--- src/rtl/phy_pkg.sv ---
// Shared 802.11a PHY definitions: modulation modes, NCBPS sizes, RATE codes
// and the receive scheduler state encoding.
package phy_pkg;

   typedef enum logic [1:0] {
      MODE_BPSK  = 2'b00,
      MODE_QPSK  = 2'b01,
      MODE_16QAM = 2'b10,
      MODE_64QAM = 2'b11
   } mode_t;

   localparam logic [8:0] NCBPS_BPSK  = 9'd48;
   localparam logic [8:0] NCBPS_QPSK  = 9'd96;
   localparam logic [8:0] NCBPS_16QAM = 9'd192;
   localparam logic [8:0] NCBPS_64QAM = 9'd288;

   // RATE field R1..R4, R1 in bit 3
   localparam logic [3:0] RATE_6  = 4'b1101;
   localparam logic [3:0] RATE_9  = 4'b1111;
   localparam logic [3:0] RATE_12 = 4'b0101;
   localparam logic [3:0] RATE_18 = 4'b0111;
   localparam logic [3:0] RATE_24 = 4'b1001;
   localparam logic [3:0] RATE_36 = 4'b1011;
   localparam logic [3:0] RATE_48 = 4'b0001;
   localparam logic [3:0] RATE_54 = 4'b0011;

   typedef enum logic [2:0] {
      ST_IDLE,
      ST_SIG_LOAD,
      ST_SIG_WAIT,
      ST_RECONF,
      ST_DATA,
      ST_FLUSH
   } state_t;

   function automatic logic [8:0] ncbps_of(input mode_t mode);
      case (mode)
         MODE_BPSK:  return NCBPS_BPSK;
         MODE_QPSK:  return NCBPS_QPSK;
         MODE_16QAM: return NCBPS_16QAM;
         default:    return NCBPS_64QAM;
      endcase
   endfunction

endpackage

--- src/rtl/deint_rx_scheduler_if.sv ---
// Demapper-to-scheduler bit stream plus the scheduler-to-deinterleaver control bus.
interface deint_rx_scheduler_if;
   logic       in_bit;
   logic       in_valid;
   logic       in_ready;
   logic       dint_data;
   logic       dint_valid;
   logic [1:0] dint_mode;
   logic       dint_reset;

   modport master (
      input  in_bit, in_valid,
      output in_ready, dint_data, dint_valid, dint_mode, dint_reset
   );

   modport slave (
      output in_bit, in_valid,
      input  in_ready, dint_data, dint_valid, dint_mode, dint_reset
   );
endinterface

--- src/rtl/phy_rate_lut.sv ---
// SIGNAL RATE field decoder: maps R1..R4 to a modulation mode and flags
// the eight legal codes. Purely combinational; shared with the TX side.
module phy_rate_lut
   import phy_pkg::*;
(
   input  logic [3:0] rate,
   output logic       legal,
   output mode_t      mode
);

   always_comb begin
      legal = 1'b1;
      mode  = MODE_BPSK;
      case (rate)
         RATE_6,  RATE_9:  mode = MODE_BPSK;
         RATE_12, RATE_18: mode = MODE_QPSK;
         RATE_24, RATE_36: mode = MODE_16QAM;
         RATE_48, RATE_54: mode = MODE_64QAM;
         default:          legal = 1'b0;
      endcase
   end

endmodule

--- src/rtl/deint_rx_scheduler.sv ---
// Receive-side deinterleaver sequencer for one 802.11a packet: SIGNAL symbol
// at BPSK, then nsym DATA symbols at the decoded mode, then a timed flush.
module deint_rx_scheduler
   import phy_pkg::*;
#(
   parameter int unsigned NSYM_W       = 10,
   parameter int unsigned SIG_TIMEOUT  = 1024,
   parameter int unsigned FLUSH_CYCLES = 320
) (
   input  logic                  clock,
   input  logic                  reset,
   input  logic                  pkt_start,
   input  logic                  abort,
   input  logic [3:0]            sig_rate,
   input  logic [NSYM_W-1:0]     sig_nsym,
   input  logic                  sig_valid,
   input  logic                  sig_error,
   deint_rx_scheduler_if.master  dif,
   output logic                  busy,
   output logic                  done,
   output logic                  err,
   output logic [NSYM_W-1:0]     sym_count
);

   localparam int unsigned TMR_MAX = (SIG_TIMEOUT > FLUSH_CYCLES) ? SIG_TIMEOUT : FLUSH_CYCLES;
   localparam int unsigned TMR_W   = $clog2(TMR_MAX + 1);
   localparam logic [TMR_W-1:0] SIG_LAST   = TMR_W'(SIG_TIMEOUT - 1);
   localparam logic [TMR_W-1:0] FLUSH_LAST = TMR_W'(FLUSH_CYCLES - 1);
   localparam logic [8:0]       SIG_BITS_LAST = NCBPS_BPSK - 9'd1;

   state_t            state, state_nxt;
   mode_t             mode_q, mode_nxt, lut_mode;
   logic              lut_legal;
   logic [8:0]        bit_cnt, bit_cnt_nxt, sym_last_bit;
   logic [NSYM_W-1:0] sym_cnt, sym_cnt_nxt, nsym_q, nsym_nxt;
   logic [TMR_W-1:0]  tmr, tmr_nxt;
   logic              ready, accept;
   logic              done_nxt, err_nxt, drst_nxt;
   logic              data_q, valid_q, drst_q, done_q, err_q;

   phy_rate_lut u_rate_lut (
      .rate  (sig_rate),
      .legal (lut_legal),
      .mode  (lut_mode)
   );

   assign ready        = (state == ST_SIG_LOAD) || (state == ST_DATA);
   assign accept       = ready & dif.in_valid;
   assign sym_last_bit = ncbps_of(mode_q) - 9'd1;

   always_comb begin
      state_nxt   = state;
      mode_nxt    = mode_q;
      bit_cnt_nxt = bit_cnt;
      sym_cnt_nxt = sym_cnt;
      nsym_nxt    = nsym_q;
      tmr_nxt     = tmr;
      done_nxt    = 1'b0;
      err_nxt     = 1'b0;
      drst_nxt    = 1'b0;

      if (state != ST_IDLE && abort) begin
         state_nxt = ST_IDLE;
         err_nxt   = 1'b1;
         drst_nxt  = 1'b1;
      end else begin
         case (state)
            ST_IDLE: begin
               // abort alongside pkt_start suppresses the start without reporting an error
               if (pkt_start && !abort) begin
                  state_nxt   = ST_SIG_LOAD;
                  mode_nxt    = MODE_BPSK;
                  bit_cnt_nxt = '0;
                  sym_cnt_nxt = '0;
               end
            end
            ST_SIG_LOAD: begin
               if (accept) begin
                  if (bit_cnt == SIG_BITS_LAST) begin
                     state_nxt   = ST_SIG_WAIT;
                     bit_cnt_nxt = '0;
                     tmr_nxt     = '0;
                  end else begin
                     bit_cnt_nxt = bit_cnt + 9'd1;
                  end
               end
            end
            ST_SIG_WAIT: begin
               if (sig_error) begin
                  state_nxt = ST_IDLE;
                  err_nxt   = 1'b1;
               end else if (sig_valid) begin
                  if (lut_legal && sig_nsym != '0) begin
                     state_nxt = ST_RECONF;
                     mode_nxt  = lut_mode;
                     nsym_nxt  = sig_nsym;
                     drst_nxt  = 1'b1;
                  end else begin
                     state_nxt = ST_IDLE;
                     err_nxt   = 1'b1;
                  end
               end else if (tmr == SIG_LAST) begin
                  state_nxt = ST_IDLE;
                  err_nxt   = 1'b1;
               end else begin
                  tmr_nxt = tmr + TMR_W'(1);
               end
            end
            ST_RECONF: begin
               state_nxt   = ST_DATA;
               bit_cnt_nxt = '0;
            end
            ST_DATA: begin
               if (accept) begin
                  if (bit_cnt == sym_last_bit) begin
                     bit_cnt_nxt = '0;
                     if (sym_cnt != '1) begin
                        sym_cnt_nxt = sym_cnt + NSYM_W'(1);
                     end
                     if (sym_cnt == nsym_q - NSYM_W'(1)) begin
                        state_nxt = ST_FLUSH;
                        tmr_nxt   = '0;
                     end
                  end else begin
                     bit_cnt_nxt = bit_cnt + 9'd1;
                  end
               end
            end
            ST_FLUSH: begin
               if (tmr == FLUSH_LAST) begin
                  state_nxt = ST_IDLE;
                  done_nxt  = 1'b1;
               end else begin
                  tmr_nxt = tmr + TMR_W'(1);
               end
            end
            default: state_nxt = ST_IDLE;
         endcase
      end
   end

   always_ff @(posedge clock) begin
      if (reset) begin
         state   <= ST_IDLE;
         mode_q  <= MODE_BPSK;
         bit_cnt <= '0;
         sym_cnt <= '0;
         nsym_q  <= '0;
         tmr     <= '0;
         data_q  <= 1'b0;
         valid_q <= 1'b0;
         drst_q  <= 1'b0;
         done_q  <= 1'b0;
         err_q   <= 1'b0;
      end else begin
         state   <= state_nxt;
         mode_q  <= mode_nxt;
         bit_cnt <= bit_cnt_nxt;
         sym_cnt <= sym_cnt_nxt;
         nsym_q  <= nsym_nxt;
         tmr     <= tmr_nxt;
         valid_q <= accept;
         if (accept) begin
            data_q <= dif.in_bit;
         end
         drst_q  <= drst_nxt;
         done_q  <= done_nxt;
         err_q   <= err_nxt;
      end
   end

   assign dif.in_ready   = ready;
   assign dif.dint_data  = data_q;
   assign dif.dint_valid = valid_q;
   assign dif.dint_mode  = mode_q;
   assign dif.dint_reset = drst_q;
   assign busy           = (state != ST_IDLE);
   assign done           = done_q;
   assign err            = err_q;
   assign sym_count      = sym_cnt;

endmodule

--- src/flat_wrapper.sv ---
// flat-port wrapper written by rule: the top's interface ports become plain ports
module deint_rx_scheduler_flat import phy_pkg::*;
#(
   parameter int unsigned NSYM_W       = 10,
   parameter int unsigned SIG_TIMEOUT  = 1024,
   parameter int unsigned FLUSH_CYCLES = 320
)
  (clock, reset, pkt_start, abort, sig_rate, sig_nsym, sig_valid, sig_error, busy, done, err, sym_count, dif_in_bit, dif_in_valid, dif_in_ready, dif_dint_data, dif_dint_valid, dif_dint_mode, dif_dint_reset);
  deint_rx_scheduler_if dif_i ();
  input  logic clock;
  input  logic reset;
  input  logic pkt_start;
  input  logic abort;
  input  logic [3:0] sig_rate;
  input  logic [NSYM_W-1:0] sig_nsym;
  input  logic sig_valid;
  input  logic sig_error;
  output logic busy;
  output logic done;
  output logic err;
  output logic [NSYM_W-1:0] sym_count;
  input wire logic [$bits(dif_i.in_bit)-1:0] dif_in_bit;
  input wire logic [$bits(dif_i.in_valid)-1:0] dif_in_valid;
  output wire logic [$bits(dif_i.in_ready)-1:0] dif_in_ready;
  output wire logic [$bits(dif_i.dint_data)-1:0] dif_dint_data;
  output wire logic [$bits(dif_i.dint_valid)-1:0] dif_dint_valid;
  output wire logic [$bits(dif_i.dint_mode)-1:0] dif_dint_mode;
  output wire logic [$bits(dif_i.dint_reset)-1:0] dif_dint_reset;
  assign dif_i.in_bit = dif_in_bit;
  assign dif_i.in_valid = dif_in_valid;
  assign dif_in_ready = dif_i.in_ready;
  assign dif_dint_data = dif_i.dint_data;
  assign dif_dint_valid = dif_i.dint_valid;
  assign dif_dint_mode = dif_i.dint_mode;
  assign dif_dint_reset = dif_i.dint_reset;
  deint_rx_scheduler #(.NSYM_W(NSYM_W), .SIG_TIMEOUT(SIG_TIMEOUT), .FLUSH_CYCLES(FLUSH_CYCLES)) u_core (.clock(clock), .reset(reset), .pkt_start(pkt_start), .abort(abort), .sig_rate(sig_rate), .sig_nsym(sig_nsym), .sig_valid(sig_valid), .sig_error(sig_error), .dif(dif_i), .busy(busy), .done(done), .err(err), .sym_count(sym_count));
endmodule
--- config.mk ---
export PLATFORM = sky130hd
export DESIGN_NAME = deint_rx_scheduler_flat
export DESIGN_NICKNAME = d
export VERILOG_FILES = /design/src/rtl/phy_pkg.sv /design/src/rtl/deint_rx_scheduler_if.sv /design/src/rtl/phy_rate_lut.sv /design/src/rtl/deint_rx_scheduler.sv /design/src/flat_wrapper.sv
export SDC_FILE = /design/constraint.sdc
export NUM_CORES = 1
export LEC_CHECK = 0
export BUFFER_PORTS_ARGS = -buffer_cell sky130_fd_sc_hd__buf_2
export CORE_ASPECT_RATIO = 0.7
export CORE_MARGIN = 5
export CORE_UTILIZATION = 55
export DETAILED_ROUTE_END_ITERATION = 12
export GPL_ROUTABILITY_DRIVEN = 1
export PLACE_DENSITY = 0.87
export SLEW_MARGIN = 5
export SYNTH_ARGS = -nofsm -noshare
export SYNTH_HDL_FRONTEND = slang
export SYNTH_SLANG_ARGS = --single-unit
--- constraint.sdc ---
create_clock -name clock -period 3.05 [get_ports clock]
set_input_delay 0.305 -clock clock [delete_from_list [all_inputs] [get_ports clock]]
set_output_delay 0.305 -clock clock [all_outputs]
set_load 0.02 [all_outputs]
==> results.yml, run 1 <==
clock_tree:
  ctsHoldBuffers: 0
  clkLatencyLatePin_ns: 0.30
  clock_sinks: 50
  cts_setup_buffers: 0
  clockRootBuffer: "clkbuf_8"
  clockBufferDepth: 2
  cts_resized: 0
  htreeDepth: 2
  cts_tree: "built"
  clk_pin_slew_worst_paths_ns: 0.09
  cts_made_buffers: 5
floorplan:
  die_area_mm2: 0.00700
  dieHeight_um: 71.5
  row_count: 22
  initial_core_util_pct: 56.9
  core_mm2: 0.00523
  dieWidth_um: 97.9
  io_pins: 41
worst_setup_path:
  worstPathMaxFanout: 11
  cp_slowest_stage_delay_ns: 0.51
  arrival_ns: 2.92
  crit_chain: "inv_1 > ha_1 > or4b_4 > o41ai_2 > nand4_1 > o41ai_2 > and4bb_1 > a311oi_1"
  critPathKind: "reg -> reg"
  cpMostUsedCell: "o41ai_2"
  crit_buf_inv: 1
  cp.required_ns: 3.21
  slowest_stage: "and4bb_1"
  start_kind: "register"
  critPathTopFamily: "simple AND/OR/NAND/NOR gates"
  cp-end-kind: "register"
synthesis:
  synth_fp_nets: 392
  yosysTopAreaCell: "dfxtp_1"
  async_reset_ff_share_pct: 0
  synth-seq-cells: 50
  yosysSeqAreaShare_pct: 33.7
  yosysUniqueCellTypes: 58
  syn_inst: 366
  synth_ff_type: "dfxtp_1"
  synth_most_common_cell: "dfxtp_1"
  syn_area_per_cell_um2: 8.13
  synth_area_mm2: 0.00297
  synthTopCellsByCount: "50 x dfxtp_1, 37 x nor2_1, 31 x nand2_1"
  ys_top_cells_by_area: "dfxtp_1 34%, nor2_1 4.7%, mux2i_1 4.4%, a21oi_1 4.0%, nand2_1 3.9%"
  yosysTopAreaCellShare_pct: 33.7
  ys_warn_count: 0
  synth-edff-count: 0
drt:
  first_pass_iters: 4
  drcViolationCount: 0
  vias: 2867
  wl_mm: 7.22
  drt-initial-drc-count: 241
  post_drt_wl_per_cell_um: 15.6
  vias_per_cell: 6.19
  ant_nets: 0
sta:
  tightest_slew_ns: 0.605
  setup_viol_count_final: 0
  setup_ws_ns: 0.292
  relSlewSlack_pct: 58.6
  rsz0062_at_grt: "no"
  hold_violations: 0
  fin_skew_ns: 0.00539
  fin_crit_sh_pct: 90.4
  min_period_ns: 2.76
  max_freq_ghz: 0.363
  slew_viol_final: 0
  finalSetupTns_ns: 0
global_route:
  overflow: 0
  grt_usage_pct: 21.3
  grt_pass1_vias: 2616
  grt_max_degree: 36
  grt_pass1_wl_mm: 12.4
  antenna_found_initial: 0
finish:
  stdcell_count: 463
  diodes: 0
  fin_area_mm2: 0.00325
  final_nets: 416
  area_growth_pct: 9.38
  drive_above_1_share_pct: 14.3
power:
  leakagePower_nw: 1.28
  p_total_mw: 1.45
  power_density_mw_per_mm2: 445
  vdd_drop_max_uv: 217
place:
  port_buffers: 39
  place_area_mm2: 0.00316
  pre_cts_ws_ns: 0.307
  dp_cells: 455
  routabilityCongestion: 0.879
  hpwl_mm: 5.35
run_status:
  outcome: "completed"
worst_hold_path:
  hp-class: "in -> reg"
run:
  maxCapViolCount: 0
## tightest hold or removal path, delay by kind of cell
family	cells	cell delay (ns)
multiplexers	1	0.06
buffers and inverters	1	0.09
AND/OR/NAND/NOR	1	0.07
## metrics by stage
step,hold WS (ns),util (%)
floorplan,0.442,-
global placement,0.444,60.5
detailed placement,0.449,60.5
CTS,0.242,62.2
global route,0.257,62.2
finish,0.246,62.2
## registers in the layout, summed over array words and instances, names as in the netlist, 2 cells and up
register / count
u_core.tmr: 11
u_core.nsym_q: 10
u_core.sym_count: 10
u_core.bit_cnt: 9
u_core.state: 3
u_core.dif.dint_mode: 2
## kinds of logic (layout without fill, tap and decap cells)
logic type,Yosys count,count (layout),synth area share [%]
AOI/OAI and AO/OA,90,90,20.6
adders and majority gates,4,4,1.68
muxes,13,13,4.38
and+or+nand+nor,158,158,29.1
DFF,50,50,33.7
xor gates and xnor gates,20,20,5.89
buffers and inverters,31,56,4.67
## path summary, 6_finish.rpt
kind,slack [ns],endpoint,cells after the start,startpoint
worst min-delay path,0.25,u_core.nsym_q[8],3,sig_nsym[8]
worst max-delay path,0.29,u_core.tmr[8],8,u_core.nsym_q[0]
worst max register to register,0.29,u_core.tmr[8],8,u_core.nsym_q[0]
worst min register to register,0.46,u_core.dif.dint_data,2,u_core.dif.dint_data
## area by class of cell
| class | instances | area [um2] |
|---|---|---|
| repair buffers | 41 | 210 |
| clock buffers | 7 | 86.3 |
| fillers | 476 | 1980 |
| multi-input cells | 285 | 1830 |
| clock inverters | 1 | 5.00 |
| inverters | 7 | 26.3 |
| well taps | 72 | 90.1 |
| flip-flops and latches | 50 | 1000 |
## cell usage in the layout, fill, tap and decap left out, types with 5 or more instances in the layout
master	Yosys	final
nor2b_1	7	7
nand3_1	15	15
xnor2_1	11	11
buf_2	2	39
nand2_1	31	31
nor3_1	7	7
nor2_1	37	37
nand4_1	8	8
a211oi_1	6	6
a41oi_1	5	5
inv_1	7	7
and3_1	6	6
nand2b_1	6	6
a21oi_1	24	24
clkbuf_8	0	6
mux2i_1	13	13
a311oi_1	9	9
nor4_1	6	6
dfxtp_1	50	50
xor2_1	9	9
o21ai_0	16	16
a31oi_1	5	5
or3_1	9	9
## per-layer routing
layer  vias to the layer above  GRT usage (%)  routed length [um]
met1                      1334           29.8                3420
met4                         0           8.45                 148
met3                        18           5.16                 573
li1                       1411              -                   -
met2                       104           31.7                3070
met5                         -              0                   0
## report_power, final
part           switching, mW  total [mW]  internal [mW]
combinational          0.229       0.349          0.120
sequential            0.0356       0.707          0.672
clock                  0.209       0.393          0.183
total                  0.474        1.45          0.975
Note: power is estimated with default switching activity, not from simulation.
==> inputs of run 2 (changes only) <==
--- a/config.mk
+++ b/config.mk
@@ -5,14 +5,16 @@
 export SDC_FILE = /design/constraint.sdc
 export NUM_CORES = 1
 export LEC_CHECK = 0
+export ABC_AREA = 1
 export BUFFER_PORTS_ARGS = -buffer_cell sky130_fd_sc_hd__buf_2
 export CORE_ASPECT_RATIO = 0.7
 export CORE_MARGIN = 5
 export CORE_UTILIZATION = 55
 export DETAILED_ROUTE_END_ITERATION = 12
 export GPL_ROUTABILITY_DRIVEN = 1
-export PLACE_DENSITY = 0.87
+export PLACE_DENSITY = 0.86
 export SLEW_MARGIN = 5
 export SYNTH_ARGS = -nofsm -noshare
 export SYNTH_HDL_FRONTEND = slang
 export SYNTH_SLANG_ARGS = --single-unit
+export TNS_END_PERCENT = 50
==> run 2 against run 1 <==
Critical path depth is 7 higher. Core utilization is 0.64 points higher. Via count is 16% higher. Global-route usage is 0.43 points higher. Critical endpoint is now u_core.state[2].
==> results.yml, run 2 <==
place:
  hpwl_mm: 5.96
  routabilityCongestion: 0.915
  port_buffers: 39
  place_area_mm2: 0.00344
  dp_cells: 605
  pre_cts_ws_ns: 0.693
worst_setup_path:
  cpMostUsedCell: "nand2_1"
  crit_chain: "inv_1 > ha_1 > nand2_1 > inv_1 > nor2_1 > nand2_1 > nor2_1 > nand3_1 > nor2_1 > nand3_1 > nand2_1 > nand3_1 > nand2_1 > nand2_1 > nor2_1"
  crit_start: "u_core.nsym_q[0]"
  arrival_ns: 2.69
  start_kind: "register"
  rrSetupSlack_ns: 0.61
  critPathKind: "reg -> reg"
  slowest_stage: "nand2_1"
  worstPathMaxFanout: 14
  cp.required_ns: 3.30
  r2r_start: "u_core.nsym_q[0]"
  rr_worst_depth: 15
  timing.rr.end: "u_core.state[2]"
  cp-end-kind: "register"
  cp_slowest_stage_delay_ns: 0.37
synthesis:
  syn_area_per_cell_um2: 6.42
  synthTopCellsByCount: "112 x nand2_1, 83 x nor2_1, 54 x inv_1"
  async_reset_ff_share_pct: 0
  yosysTopAreaCell: "dfxtp_1"
  yosysTopAreaCellShare_pct: 31.0
  synth_fp_nets: 529
  ys_top_cells_by_area: "dfxtp_1 31%, nand2_1 13%, nor2_1 9.7%, inv_1 6.3%, a21oi_1 5.0%"
  synth_area_mm2: 0.00323
  synth-edff-count: 0
  synth_most_common_cell: "nand2_1"
  syn_inst: 503
  synth_ff_type: "dfxtp_1"
  yosysUniqueCellTypes: 35
  ys_warn_count: 0
  yosysSeqAreaShare_pct: 31.0
  synth-seq-cells: 50
power:
  power_density_mw_per_mm2: 622
  vdd_drop_max_uv: 497
  intPower_mw: 1.32
  combPwrFrac_pct: 39.6
  power_switching_share_pct: 40.7
  leakagePower_nw: 1.59
  p_switching_mw: 0.908
  pwr-share-seq_pct: 34.6
  p_clk_share_pct: 25.8
sta:
  slew_viol_final: 0
  rsz0062_at_grt: "no"
  fin_skew_ns: 0.0125
  fin_crit_sh_pct: 79.9
  max_freq_ghz: 0.410
  setup_ws_ns: 0.612
  relSlewSlack_pct: 64.3
  finalSetupTns_ns: 0
  setup_viol_count_final: 0
  hold_violations: 0
  min_period_ns: 2.44
  tightest_slew_ns: 0.535
finish:
  final_cell_mix: "112 x nand2_1, 83 x nor2_1, 54 x inv_1"
  fin_area_mm2: 0.00358
  largest_register_ffs: 11
  diodes: 0
  layout_commonest_cell: "nand2_1"
  regMostFlops: "u_core.tmr"
  area_growth_pct: 11.0
  drive_above_1_share_pct: 15.4
  stdcell_count: 613
  final_nets: 563
floorplan:
  initial_core_util_pct: 56.6
  die_area_mm2: 0.00752
  core_mm2: 0.00570
  dieWidth_um: 102
  dieHeight_um: 74.1
  row_count: 23
  io_pins: 41
drt:
  post_drt_wl_per_cell_um: 12.8
  drcViolationCount: 0
  drt-initial-drc-count: 251
  ant_nets: 0
  vias: 3316
  wl_mm: 7.87
  first_pass_iters: 5
  vias_per_cell: 5.41
run_status:
  outcome: "completed"
clock_tree:
  cts_tree: "built"
  cts_resized: 0
  cts_made_buffers: 5
  clkLatencyLatePin_ns: 0.31
  clock_sinks: 50
  clockBufferDepth: 2
  htreeDepth: 2
  clk_pin_slew_worst_paths_ns: 0.10
  clockRootBuffer: "clkbuf_8"
  ctsHoldBuffers: 0
  cts_setup_buffers: 0
worst_hold_path:
  worstHoldEndpoint: "u_core.nsym_q[5]"
  whs_path_depth: 3
  min_from: "sig_nsym[5]"
  hp-class: "in -> reg"
global_route:
  antenna_found_initial: 0
  grt_pass1_wl_mm: 13.3
  overflow: 0
  grt_max_degree: 24
  grt_usage_pct: 21.7
  grt_pass1_vias: 2998
run:
  maxCapViolCount: 0
run 2: cell types whose count changed after synthesis, sizes merged, moves of 11 or more:
cell / change
clkbuf: -14
inv: +55
mux2i: -13
nand2: +90
nand3: +15
nor2: +54
o21ai: +11
run 2: through the flow:
| stage | utilization [%] | total power, mW | hold WS [ns] |
|---|---|---|---|
| after floorplan | - | 1.50 | 0.383 |
| after global placement | 60.3 | 1.63 | 0.468 |
| after detailed placement | 60.3 | 1.65 | 0.474 |
| after CTS | 62.8 | 2.22 | 0.237 |
| after global routing | 62.8 | 2.38 | 0.241 |
| final | 62.8 | 2.23 | 0.238 |
run 2: worst max path at each step:
stage	to	slack, ns	depth (start not counted)
2_1_floorplan	u_core.sym_count[0]	1.17	9
3_3_place_gp	u_core.tmr[9]	0.72	14
3_5_place_dp	u_core.tmr[2]	0.69	14
4_1_cts	u_core.state[2]	0.64	15
5_1_grt	u_core.state[2]	0.32	14
6_report	u_core.state[2]	0.61	15
run 2: cells by family after synthesis:
logic type	Yosys count	synth area share, %
simple gates	285	40.5
xor+xnor	21	5.70
fa+ha+maj	4	1.55
compound gates	67	11.2
buf+inv	76	10.0
flops	50	31.0
run 2: per-layer routing:
metal	track usage, %	vias to the layer above	part of all wire (%)
li1	-	1686	-
met1	30.0	1483	47
met2	34.3	133	44
met3	3.84	14	8.3
met4	7.82	0	1.5
met5	0	-	0
run 2: worst max-delay path: cells and delay by family (launching register included):
family	cells	cell delay (ns)
flops	1	0.34
buf+inv	2	0.11
simple gates	12	1.60
fa+ha+maj	1	0.32
run 2: power groups by stage:
| stage | Clock, mW | Sequential [mW] | Combinational, mW |
|---|---|---|---|
| 5_1_grt | 0.609 | 0.779 | 0.990 |
| 3_3_place_gp | 0 | 0.781 | 0.844 |
| 2_1_floorplan | 0 | 0.789 | 0.711 |
| 4_1_cts | 0.581 | 0.768 | 0.872 |
| 3_5_place_dp | 0 | 0.783 | 0.862 |
| 6_report | 0.576 | 0.770 | 0.883 |
run 2: layout make-up:
type	instances	area, um2
clock buffer	6	82.6
fill	524	2120
timing repair buffer	40	203
clock inverter	2	60.1
tap	75	93.8
sequential	50	1000
inverter	63	238
multi-input combinational	377	1900
==> inputs of run 3 (changes only) <==
--- a/config.mk
+++ b/config.mk
@@ -9,10 +9,10 @@
 export BUFFER_PORTS_ARGS = -buffer_cell sky130_fd_sc_hd__buf_2
 export CORE_ASPECT_RATIO = 0.7
 export CORE_MARGIN = 5
-export CORE_UTILIZATION = 55
+export CORE_UTILIZATION = 53
 export DETAILED_ROUTE_END_ITERATION = 12
 export GPL_ROUTABILITY_DRIVEN = 1
-export PLACE_DENSITY = 0.86
+export PLACE_DENSITY = 0.87
 export SLEW_MARGIN = 5
 export SYNTH_ARGS = -nofsm -noshare
 export SYNTH_HDL_FRONTEND = slang
==> constraint.sdc (replaced) <==
create_clock -name clock -period 2.2 [get_ports clock]
set_input_delay 0.22 -clock clock [delete_from_list [all_inputs] [get_ports clock]]
set_output_delay 0.22 -clock clock [all_outputs]
set_load 0.02 [all_outputs]
==> run 3 against run 2 <==
Setup slack worse by 0.45 ns. Non-clock buffer count is 12 higher. Clock-buffer cell count stayed put. First-iteration DRC count is 18% higher. Worst hold slack worse by 0.091 ns. Register-to-register slack worse by 0.45 ns.
==> results.yml, run 3 (synthesis gave the netlist of run 2 again) <==
global_route:
  grt_max_degree: 23
  antenna_found_initial: 0
  grt_pass1_vias: 3042
  grt_usage_pct: 22.4
  overflow: 0
  grt_pass1_wl_mm: 14.0
worst_setup_path:
  cp.required_ns: 2.44
  worstPathMaxFanout: 11
  slowest_stage: "dfxtp_1"
  arrival_ns: 2.28
  critPathTopFamily: "simple AND/OR/NAND/NOR gates"
  crit_buf_inv: 3
  start_kind: "register"
  critPathKind: "reg -> reg"
  cp_slowest_stage_delay_ns: 0.33
  cp-end-kind: "register"
  cpMostUsedCell: "nor2_1"
  crit_chain: "inv_1 > ha_2 > nand2_1 > inv_1 > nor2_1 > nand2_1 > nor2_1 > nand3_1 > nor2_1 > nand3_1 > nand2_4 > buf_6 > nand4_1 > a21oi_1"
clock_tree:
  clockRootBuffer: "clkbuf_8"
  clkLatencyLatePin_ns: 0.31
  cts_made_buffers: 5
  htreeDepth: 2
  clk_pin_slew_worst_paths_ns: 0.10
  clockBufferDepth: 2
  clock_sinks: 50
  cts_tree: "built"
sta:
  fin_skew_ns: 0.0103
  setup_viol_count_final: 0
  hold_violations: 0
  fin_crit_sh_pct: 92.8
  rsz0062_at_grt: "no"
  tightest_slew_ns: 0.460
  max_freq_ghz: 0.490
  setup_ws_ns: 0.158
  relSlewSlack_pct: 69.0
  min_period_ns: 2.04
  finalSetupTns_ns: 0
  slew_viol_final: 0
drt:
  first_pass_iters: 5
  drt-initial-drc-count: 296
  post_drt_wl_per_cell_um: 13.7
  ant_nets: 0
  wl_mm: 8.57
  vias: 3429
  drcViolationCount: 0
  vias_per_cell: 5.49
floorplan:
  die_area_mm2: 0.00777
  core_mm2: 0.00581
  row_count: 23
  dieHeight_um: 75.3
  initial_core_util_pct: 55.5
  dieWidth_um: 103
  io_pins: 41
finish:
  final_cell_mix: "111 x nand2_1, 82 x nor2_1, 53 x inv_1"
  utilization_pct: 63.8
  drive_above_1_share_pct: 18.7
  area_growth_pct: 14.9
  final_nets: 576
  largest_register_ffs: 11
  num-fill-cells: 525
  layout_commonest_cell: "nand2_1"
  diodes: 0
  regMostFlops: "u_core.tmr"
power:
  combPwrFrac_pct: 44.8
  intPower_mw: 1.82
  p_total_mw: 3.16
  p_clk_share_pct: 21.3
  vdd_drop_max_uv: 538
  leakagePower_nw: 1.65
  pwr-share-seq_pct: 33.9
  power_switching_share_pct: 42.5
  p_switching_mw: 1.35
  power_density_mw_per_mm2: 854
run_status:
  outcome: "completed"
place:
  port_buffers: 39
  hpwl_mm: 6.31
  pre_cts_ws_ns: 0.0919
  routabilityCongestion: 0.944
run:
  maxCapViolCount: 0
worst_hold_path:
  hp-class: "in -> reg"
run 3: tightest hold or removal path, stage by stage:
cell and delay (ns):
buf_2 0.08, nor2_1 0.04, nor2_1 0.08
run 3: per-stage QoR:
| stage | cell area (um2) | hold WS, ns | std cells |
|---|---|---|---|
| 2_1_floorplan | 3230 | 0.298 | 503 |
| 3_3_place_gp | 3520 | 0.463 | 616 |
| 3_5_place_dp | 3520 | 0.466 | 616 |
| 4_1_cts | 3630 | 0.147 | 623 |
| 5_1_grt | 3710 | 0.154 | 625 |
| 6_report | 3710 | 0.147 | 625 |
run 3: final cells by class:
class                           count  area, um2  area share [%]
Inverter                           63        239            6.45
Sequential cell                    50       1000            27.1
Tap cell                           75       93.8            2.53
Multi-Input combinational cell    378       1950            52.6
Clock inverter                      1       30.0           0.810
Timing Repair Buffer               52        309            8.34
Clock buffer                        6       82.6            2.23
run 3: power groups by stage:
stage	Sequential [mW]	Clock [mW]	Combinational (mW)
after floorplan	1.09	0	0.985
final	1.07	0.674	1.42
after CTS	1.07	0.683	1.27
after global routing	1.08	0.731	1.56
after detailed placement	1.09	0	1.26
after global placement	1.08	0	1.22
run 3: worst paths after layout:
check | start | to | slack (ns) | cells after the start
hold / removal | sig_nsym[5] | u_core.nsym_q[5] | 0.15 | 3
setup / recovery | u_core.nsym_q[0] | u_core.tmr[6] | 0.16 | 14
hold reg to reg | u_core.dif.dint_data | u_core.dif.dint_data | 0.49 | 2
setup reg to reg | u_core.nsym_q[0] | u_core.tmr[6] | 0.16 | 14
run 3: what timing repair did:
| item | in CTS | in global routing |
|---|---|---|
| endpoints found under the hold margin | 0 | 0 |
| resized for setup | 0 | 14 |
| buffers inserted | 0 | 1 |
| hold buffers | 0 | 0 |
| endpoints found under the setup margin | 0 | 22 |
run 3: routing by layer:
layer	global-route usage, %	up-vias	wire, um
li1	-	1712	-
met1	32.6	1543	3990
met2	35.1	161	3730
met3	3.98	13	761
met4	4.60	0	80
met5	0	-	0
